===== src/rtl/cluster_task_sequencer.sv =====
// Cluster task sequencer: walks the enabled client slots in ascending order,
// re-arms and starts each one, muxes the active client onto the shared memory
// port, and waits for its done level under an optional watchdog.
module cluster_task_sequencer #(
  parameter int unsigned WORD_WIDTH = 16,
  parameter int unsigned ADDR_WIDTH = 11,
  parameter int unsigned NSLOT      = 3
) (
  input  logic                        clock,
  input  logic                        rst,
  input  logic                        run,
  input  logic [NSLOT-1:0]            slot_mask,
  input  logic [15:0]                 timeout_limit,
  input  logic [NSLOT*ADDR_WIDTH-1:0] c_addr,
  input  logic [NSLOT-1:0]            c_wr_en,
  input  logic [NSLOT*WORD_WIDTH-1:0] c_data,
  input  logic [NSLOT-1:0]            c_done,
  output logic [NSLOT-1:0]            c_en,
  output logic [NSLOT-1:0]            c_start,
  output logic [ADDR_WIDTH-1:0]       mem_addr,
  output logic                        mem_wr_en,
  output logic [WORD_WIDTH-1:0]       mem_data_out,
  output logic                        busy,
  output logic                        seq_done,
  output logic                        timeout_err,
  output logic [1:0]                  err_slot
);

  localparam int unsigned IdxW = (NSLOT > 1) ? $clog2(NSLOT) : 1;

  typedef enum logic [2:0] {StIdle, StSelect, StEnable, StStart, StWait, StFinish} state_e;

  state_e            state_q, state_d;
  logic [IdxW-1:0]   act_q, act_d;
  logic [NSLOT-1:0]  mask_q, mask_d;
  logic [15:0]       cnt_q, cnt_d;
  logic              terr_q, terr_d;
  logic [1:0]        eslot_q, eslot_d;

  logic [NSLOT-1:0]      act_onehot;
  logic [ADDR_WIDTH-1:0] act_addr;
  logic [WORD_WIDTH-1:0] act_data;
  logic                  act_wr;
  logic                  act_done;
  logic                  found;
  logic [IdxW-1:0]       sel;

  // Extract the active client's fields from the packed buses.
  always_comb begin
    act_onehot = '0;
    act_addr   = '0;
    act_data   = '0;
    act_wr     = 1'b0;
    act_done   = 1'b0;
    for (int unsigned s = 0; s < NSLOT; s++) begin
      if (IdxW'(s) == act_q) begin
        act_onehot[s] = 1'b1;
        act_addr      = c_addr[s*ADDR_WIDTH +: ADDR_WIDTH];
        act_data      = c_data[s*WORD_WIDTH +: WORD_WIDTH];
        act_wr        = c_wr_en[s];
        act_done      = c_done[s];
      end
    end
  end

  // Lowest pending slot at or above the current active index.
  always_comb begin
    found = 1'b0;
    sel   = '0;
    for (int unsigned s = 0; s < NSLOT; s++) begin
      if (!found && (IdxW'(s) >= act_q) && mask_q[s]) begin
        found = 1'b1;
        sel   = IdxW'(s);
      end
    end
  end

  // Next-state logic for the sequencing FSM and its bookkeeping registers.
  always_comb begin
    state_d = state_q;
    act_d   = act_q;
    mask_d  = mask_q;
    cnt_d   = cnt_q;
    terr_d  = terr_q;
    eslot_d = eslot_q;
    unique case (state_q)
      StIdle: begin
        if (run) begin
          mask_d  = slot_mask;
          terr_d  = 1'b0;
          act_d   = '0;
          state_d = StSelect;
        end
      end
      StSelect: begin
        if (found) begin
          act_d   = sel;
          state_d = StEnable;
        end else begin
          state_d = StFinish;
        end
      end
      StEnable: state_d = StStart;
      StStart: begin
        cnt_d   = '0;
        state_d = StWait;
      end
      StWait: begin
        // Done takes priority over a watchdog expiry in the same cycle.
        if (act_done) begin
          mask_d  = mask_q & ~act_onehot;
          state_d = StSelect;
        end else if ((timeout_limit != 16'd0) && (cnt_q == timeout_limit - 16'd1)) begin
          terr_d  = 1'b1;
          eslot_d = 2'(act_q);
          mask_d  = mask_q & ~act_onehot;
          state_d = StSelect;
        end else if (timeout_limit != 16'd0) begin
          cnt_d = cnt_q + 16'd1;
        end
      end
      StFinish: state_d = StIdle;
      default:  state_d = StIdle;
    endcase
  end

  // State registers with asynchronous reset.
  always_ff @(posedge clock or posedge rst) begin
    if (rst) begin
      state_q <= StIdle;
      act_q   <= '0;
      mask_q  <= '0;
      cnt_q   <= '0;
      terr_q  <= 1'b0;
      eslot_q <= '0;
    end else begin
      state_q <= state_d;
      act_q   <= act_d;
      mask_q  <= mask_d;
      cnt_q   <= cnt_d;
      terr_q  <= terr_d;
      eslot_q <= eslot_d;
    end
  end

  // Outputs decode from registered state so reset clears them immediately.
  always_comb begin
    c_en         = '0;
    c_start      = '0;
    mem_addr     = '0;
    mem_data_out = '0;
    mem_wr_en    = 1'b0;
    if (state_q == StEnable) c_en = act_onehot;
    if (state_q == StStart)  c_start = act_onehot;
    if ((state_q == StEnable) || (state_q == StStart) || (state_q == StWait)) begin
      mem_addr     = act_addr;
      mem_data_out = act_data;
    end
    if (state_q == StWait) mem_wr_en = act_wr;
    busy        = (state_q != StIdle);
    seq_done    = (state_q == StFinish);
    timeout_err = terr_q;
    err_slot    = eslot_q;
  end

endmodule


===== config.mk =====
export PLATFORM = sky130hd
export DESIGN_NAME = cluster_task_sequencer
export DESIGN_NICKNAME = d
export VERILOG_FILES = /design/src/rtl/cluster_task_sequencer.sv
export SDC_FILE = /design/constraint.sdc
export NUM_CORES = 1
export LEC_CHECK = 0
export CELL_PAD_IN_SITES_DETAIL_PLACEMENT = 2
export CELL_PAD_IN_SITES_GLOBAL_PLACEMENT = 2
export CORE_MARGIN = 5
export CORE_UTILIZATION = 19
export DETAILED_ROUTE_END_ITERATION = 6
export GPL_TIMING_DRIVEN = 0
export PLACE_DENSITY = 0.85
export SYNTH_ARGS = -nofsm -noshare
export SYNTH_HDL_FRONTEND = slang
export SYNTH_SLANG_ARGS = --single-unit
export TNS_END_PERCENT = 5

===== constraint.sdc =====
create_clock -name clock -period 2.7 [get_ports clock]
set_clock_uncertainty 0.15 [all_clocks]
set_input_delay 0.27 -clock clock [delete_from_list [all_inputs] [get_ports clock]]
set_output_delay 0.27 -clock clock [all_outputs]
set_load 0.01 [all_outputs]

-- Yosys cells after proc, flatten, opt, wreduce, memory -nomap -nowiden
Cells that the tools add are included.
- flip-flop bits (word level): 27
- bits of input ports: 109
- output and inout port bits: 39
- word-level logic and storage cells: 97
- $add $sub $neg: 2
- magnitude comparators: 3
- equality and inequality tests: 15
- multiplexer cells: 45
- bitwise operators: 3
- reductions and logical operators: 23
- operators by type and width (cell ; number):
    two-way mux 16 bit ; 7
    two-way mux 11 bit ; 4
    case mux 16 bit (2 select lines) ; 1
    two-way mux 3 bit ; 9
    two-way mux 1 bit ; 17
    adder 16 x 1 -> 16 bit, second input constant ; 1
    == test 16 bit ; 1
    nonzero test 16 bit ; 1
    subtractor 16 x 1 -> 16 bit, second input constant ; 1
    case mux 3 bit (5 select lines) ; 1
    != test 2 bit, second input constant ; 6
    AND reduction 3 bit ; 3
    AND reduction 4 bit ; 2
    == test 3 x 2 -> 1 bit, second input constant ; 2
    == test 3 bit, second input constant ; 2
    logical AND 1 bit ; 6
    two-way mux 2 bit ; 3
    case mux 3 bit (2 select lines) ; 1
    nonzero test 2 bit ; 3
    >= comparator 1 x 2 -> 1 bit, first input constant ; 2
    case mux 2 bit (2 select lines) ; 1
    bitwise AND 3 bit ; 1
    == test 3 x 1 -> 1 bit, second input constant ; 1
    logical NOT 3 bit ; 1
    other kinds (12) ; 14

-- Depth between registers and ports, before layout
- word-level depth: 13
- gate-level depth with buffers: 10
- depth with buffers taken out: 9

-- Least setup slack after synthesis
No wires, ideal clock.
- path kind: flip-flop to flip-flop
- start point: reg act_q[0]
- end point: reg cnt_q[14]
- setup time: 0.123 ns
- data arrival time: 2.618 ns
- required time: 2.427 ns
- setup slack: -0.191 ns
- stages on the path, launching flop included: 9
- path buffers: 1
- period minus slack after synthesis: 2.891 ns
- cell sequence: dfrtp_1 clkbuf_1 mux2i_1 a2bb2oi_1 nand3_1 o21a_1 nor4_1 nand4_1 mux2i_1
- longest elaborated chain between the ends: 6
- elaborated cells between the ends (all ways): 8
- classes of those cells: 3 x eq/ne; 3 x mux; 2 x reduce/logical
- RTL lines (item ; line ; RTL):
    start: declaration ; 34 ; logic [IdxW-1:0] act_q, act_d;
    start signal: assignment ; 138 ; act_q <= act_d;
    logical NOT 2 bit ; 56 ; if (IdxW'(s) == act_q) begin
    two-way mux 1 bit (2 in a row) ; 56 ;
    two-way mux 1 bit (*) ; 56 ;
    != test 2 bit (no source line) (*) ; n/a ;
    AND reduction 4 bit (no source line) (*) ; n/a ;
    end signal: assignment ; 140 ; cnt_q <= cnt_d;
    end: declaration ; 36 ; logic [15:0] cnt_q, cnt_d;
Every way passes the cells marked *; elsewhere a longest branch is shown, timed or not.
A chain may end at the register's enable or synchronous reset.

-- Worst setup path in the final report
- start point: in timeout_limit[5]
- end point: reg cnt_q[12]
- longest elaborated chain between the ends: 5
- elaborated cells between the ends (all ways): 7
- classes of those cells: 1 x add/sub; 3 x eq/ne; 3 x reduce/logical
- RTL lines (item ; line ; RTL):
    start: declaration ; 13 ; input logic [15:0] timeout_limit,
    subtractor 16 x 1 -> 16 bit ; 113 ; end else if ((timeout_limit != 16'd0) && (cnt_q == timeout_limit - 16'd1)) begin
    == test 16 bit ; 113 ;
    logical AND 1 bit ; 113 ;
    != test 2 bit (no source line) ; n/a ;
    AND reduction 4 bit (no source line) (*) ; n/a ;
Marks and branches as above.

==> impl_metrics.csv <==
group,metric,value,unit
power_and_ir_drop,p_seq_share,21.1,%
routing,dr.pass1.iters,4,
routing,antenna_left,0,
timing,drv_slew,0,
worst_setup_path,cp_max_fo,5,
placement,port_buffers,146,
timing,fin_ws,-0.00767,ns
worst_setup_path,timing.rr.start,"cnt_q[8]$_DFFE_PP0P_",
placement,post_dp_cell_area,4720,um2
worst_setup_path,r2r_slack,0.03,ns
routing,drc,0,
clocking,clk_pin_slew,0.07,ns
power_and_ir_drop,internal_power,1.79,mW
logic_synthesis,syn_nets,527,
cells_and_area,nNetsFinal,681,
power_and_ir_drop,p_leak,2.06,nW
logic_synthesis,avgSynthCellArea,7.19,um2
run_status,failed_checks,"setup timing",
cells_and_area,final_cell_mix,"clkdlybuf4s50_1 (134), nor2_1 (84), a21oi_1 (42)",
worst_setup_path,critPathLaunchType,"input pin",
worst_setup_path,timing.rr.end,"cnt_q[12]$_DFFE_PP0P_",
job,drv_cap,0,
placement,post-place-ws,-1.28,ns
clocking,cts_tree,"built",
power_and_ir_drop,finalPower,3.30,mW
clocking,ctsRootBufferMaster,"clkbuf_16",
timing,slew_headroom,24.2,%
worst_setup_path,cp.arrival,2.74,ns
timing,finalCriticalPeriod,2.71,ns
logic_synthesis,netlist_instances,416,
placement,place.gp.congestion,0.820,
global_routing,globalRouteMet1Util,16.0,%
global_routing,grt_pass1_vias,4452,
clocking,clk_latency,0.26,ns
run_status,status,"finished with violations",
routing,vias,3734,
die,io_pins,148,
routing,drtIter0Drc,102,
cells_and_area,layout_commonest_cell,"clkdlybuf4s50_1",
clocking,cts.sinks,27,
cells_and_area,finalInstanceArea,5120,um2
die,die-width,135,um
logic_synthesis,ys_ff_latch,27,
global_routing,overflow,0,
logic_synthesis,seq_area_frac_synth,22.6,%
cells_and_area,layout-drive-gt1-share,15.1,%
power_and_ir_drop,p_clk_share,10.6,%
clocking,clockBufferDepth,2,
logic_synthesis,yosys_most_used_dff,"dfrtp_1",
timing,period_share,100,%
clocking,cts_made_buffers,3,
worst_hold_path,hold_path.startpoint,"err_slot[1]$_DFFE_PP0P_",
die,die_y,135,um
die,num_rows,45,
power_and_ir_drop,power.density,645,nW/um2
timing,hold_viol_final,0,
routing,wire_per_inst,18.6,um
worst_setup_path,critPathKind,"in2reg",
worst_setup_path,cp-end-kind,"flip-flop",
worst_setup_path,required,2.73,ns
worst_setup_path,rr_worst_depth,8,
logic_synthesis,yosys_warnings,0,
clocking,htreeDepth,1,
logic_synthesis,yosys.cell_types.count,56,
global_routing,grtUsageMet2,29.6,%
global_routing,grt_max_degree,28,
timing,rsz0062_at_grt,"true",
power_and_ir_drop,swShare,45.9,%
die,start_util,19.5,%
logic_synthesis,synth_edf_count,0,
die,dieArea,18300,um2
cells_and_area,antenna_cells,0,
global_routing,grtUsageTotal,15.4,%
power_and_ir_drop,combPwrFrac,68.3,%
logic_synthesis,synth-async-reset-ratio,100,%
logic_synthesis,mappedNetlistArea,2990,um2
power_and_ir_drop,power_switching,1.51,mW
global_routing,antenna_found_initial,0,
global_routing,grt_pass1_wl,22.8,mm
timing,fmaxAchievable,369,MHz
die,placeableCoreArea,15300,um2
routing,viasPerCell,4.79,
placement,dp_hpwl,11.6,mm
global_routing,grt_busiest_layer,"met2",
global_routing,met3_usage,6.05,%
timing,setup_viol,1,
timing,tightest_slew,1.14,ns
worst_hold_path,holdPathStages,1,
cells_and_area,areaGrowthSynthToFinish,71.2,%
worst_hold_path,hold_class,"reg2reg",
worst_hold_path,hold_end,"err_slot[1]$_DFFE_PP0P_",
power_and_ir_drop,peakVddDrop,0.324,mV
routing,routed_wl,14.5,mm
-- layout make-up --
class,count,area [um2]
fill,1765,10200
sequential,27,682
tap,211,264
multi-input combinational,354,2390
timing repair buffer,155,1520
inverter,10,37.5
buffer,19,145
clock buffer,4,78.8
-- worst max-delay path by stage --
stage                           startpoint                      end  depth (start not counted)
after floorplan           timeout_limit[3]     cnt_q[8]$_DFFE_PP0P_                         10
after global placement    timeout_limit[0]  err_slot[0]$_DFFE_PP0P_                          8
after detailed placement  timeout_limit[0]  err_slot[0]$_DFFE_PP0P_                          8
after CTS                 timeout_limit[0]     cnt_q[8]$_DFFE_PP0P_                         11
after global routing      timeout_limit[4]    mask_q[2]$_DFFE_PP0P_                         10
final                     timeout_limit[5]    cnt_q[12]$_DFFE_PP0P_                         10
-- critical path, stage by stage --
cell and delay, ns:
buf_2 0.13, or4_4 0.58, buf_4 0.19, nor4_4 0.29
a311o_1 0.23, a2bb2oi_2 0.18, nand4_1 0.27, clkbuf_8 0.26
nand3b_1 0.11, mux2i_1 0.22
-- per-stage QoR --
stage,utilization [%],hold slack [ns],setup TNS (ns),std cells
final,33.4,0.368,-0.00767,780
after global routing,33.4,0.385,-0.534,780
after CTS,32.8,0.372,-0.0138,780
after detailed placement,30.8,0.355,-33.32,773
after global placement,30.8,0.344,-27.78,773
after floorplan,-,0.173,-0.621,416
-- flip-flops by register name, summed over array words and instances, names as in the netlist --
register and flops:
timeout_err 1, mask_q 3, cnt_q 16, act_q 2, state_q 3, err_slot 2
-- synth_stat cells (3+ instances only) --
cell type / n / area, um2
nand2_1: 28 / 105
o31ai_1: 4 / 30.0
and2_1: 5 / 31.3
a211oi_1: 4 / 30.0
nor2b_1: 6 / 37.5
o21ai_0: 14 / 70.1
nor4_1: 6 / 37.5
inv_1: 10 / 37.5
nor2_1: 86 / 323
or4_1: 3 / 22.5
xnor2_1: 10 / 87.6
and3_1: 10 / 62.6
buf_6: 3 / 33.8
xor2_1: 7 / 61.3
mux2_2: 4 / 45.0
mux2i_1: 37 / 370
buf_1: 5 / 18.8
clkbuf_1: 17 / 63.8
nand3_1: 10 / 50.1
dfrtp_1: 27 / 676
nand2b_1: 13 / 81.3
nor3_1: 10 / 50.1
nand4_1: 13 / 81.3
a21oi_1: 44 / 220
-- cell families (layout without fill, tap and decap cells) --
logic type / after synthesis / in the layout / synth area share (%)
AO/OA/AOI/OAI: 86 / 86 / 17.5
XOR/XNOR: 17 / 17 / 4.98
adder cells (fa/ha/maj): 2 / 2 / 0.837
buffers and inverters: 35 / 188 / 5.15
flip-flops: 27 / 27 / 22.6
multiplexers: 42 / 42 / 14.3
AND/OR/NAND/NOR: 207 / 207 / 34.6
-- power by group through the flow --
stage                     Combinational [mW]  Sequential, mW  Clock [mW]
final                                   2.26           0.697       0.349
after global routing                    2.49           0.722       0.376
after CTS                               2.25           0.679       0.361
after detailed placement                2.16           0.651           0
after global placement                  2.07           0.636           0
after floorplan                         1.20           0.602           0
-- layer usage --
| layer | part of all wire, % | up-vias |
|---|---|---|
| met5 | 0 | - |
| met4 | 0.90 | 0 |
| met3 | 9.0 | 10 |
| met2 | 52 | 128 |
| met1 | 38 | 1809 |
| li1 | - | 1787 |
-- what timing repair did --
| action | CTS | global route |
|---|---|---|
| endpoints found under the setup margin | 55 | 47 |
| hold buffers | 0 | 0 |
| cloned | 0 | 1 |
| pin swaps | 11 | 11 |
| setup buffers | 7 | 1 |
| resized for setup | 85 | 26 |
Note: power is estimated with default switching activity, not from simulation.
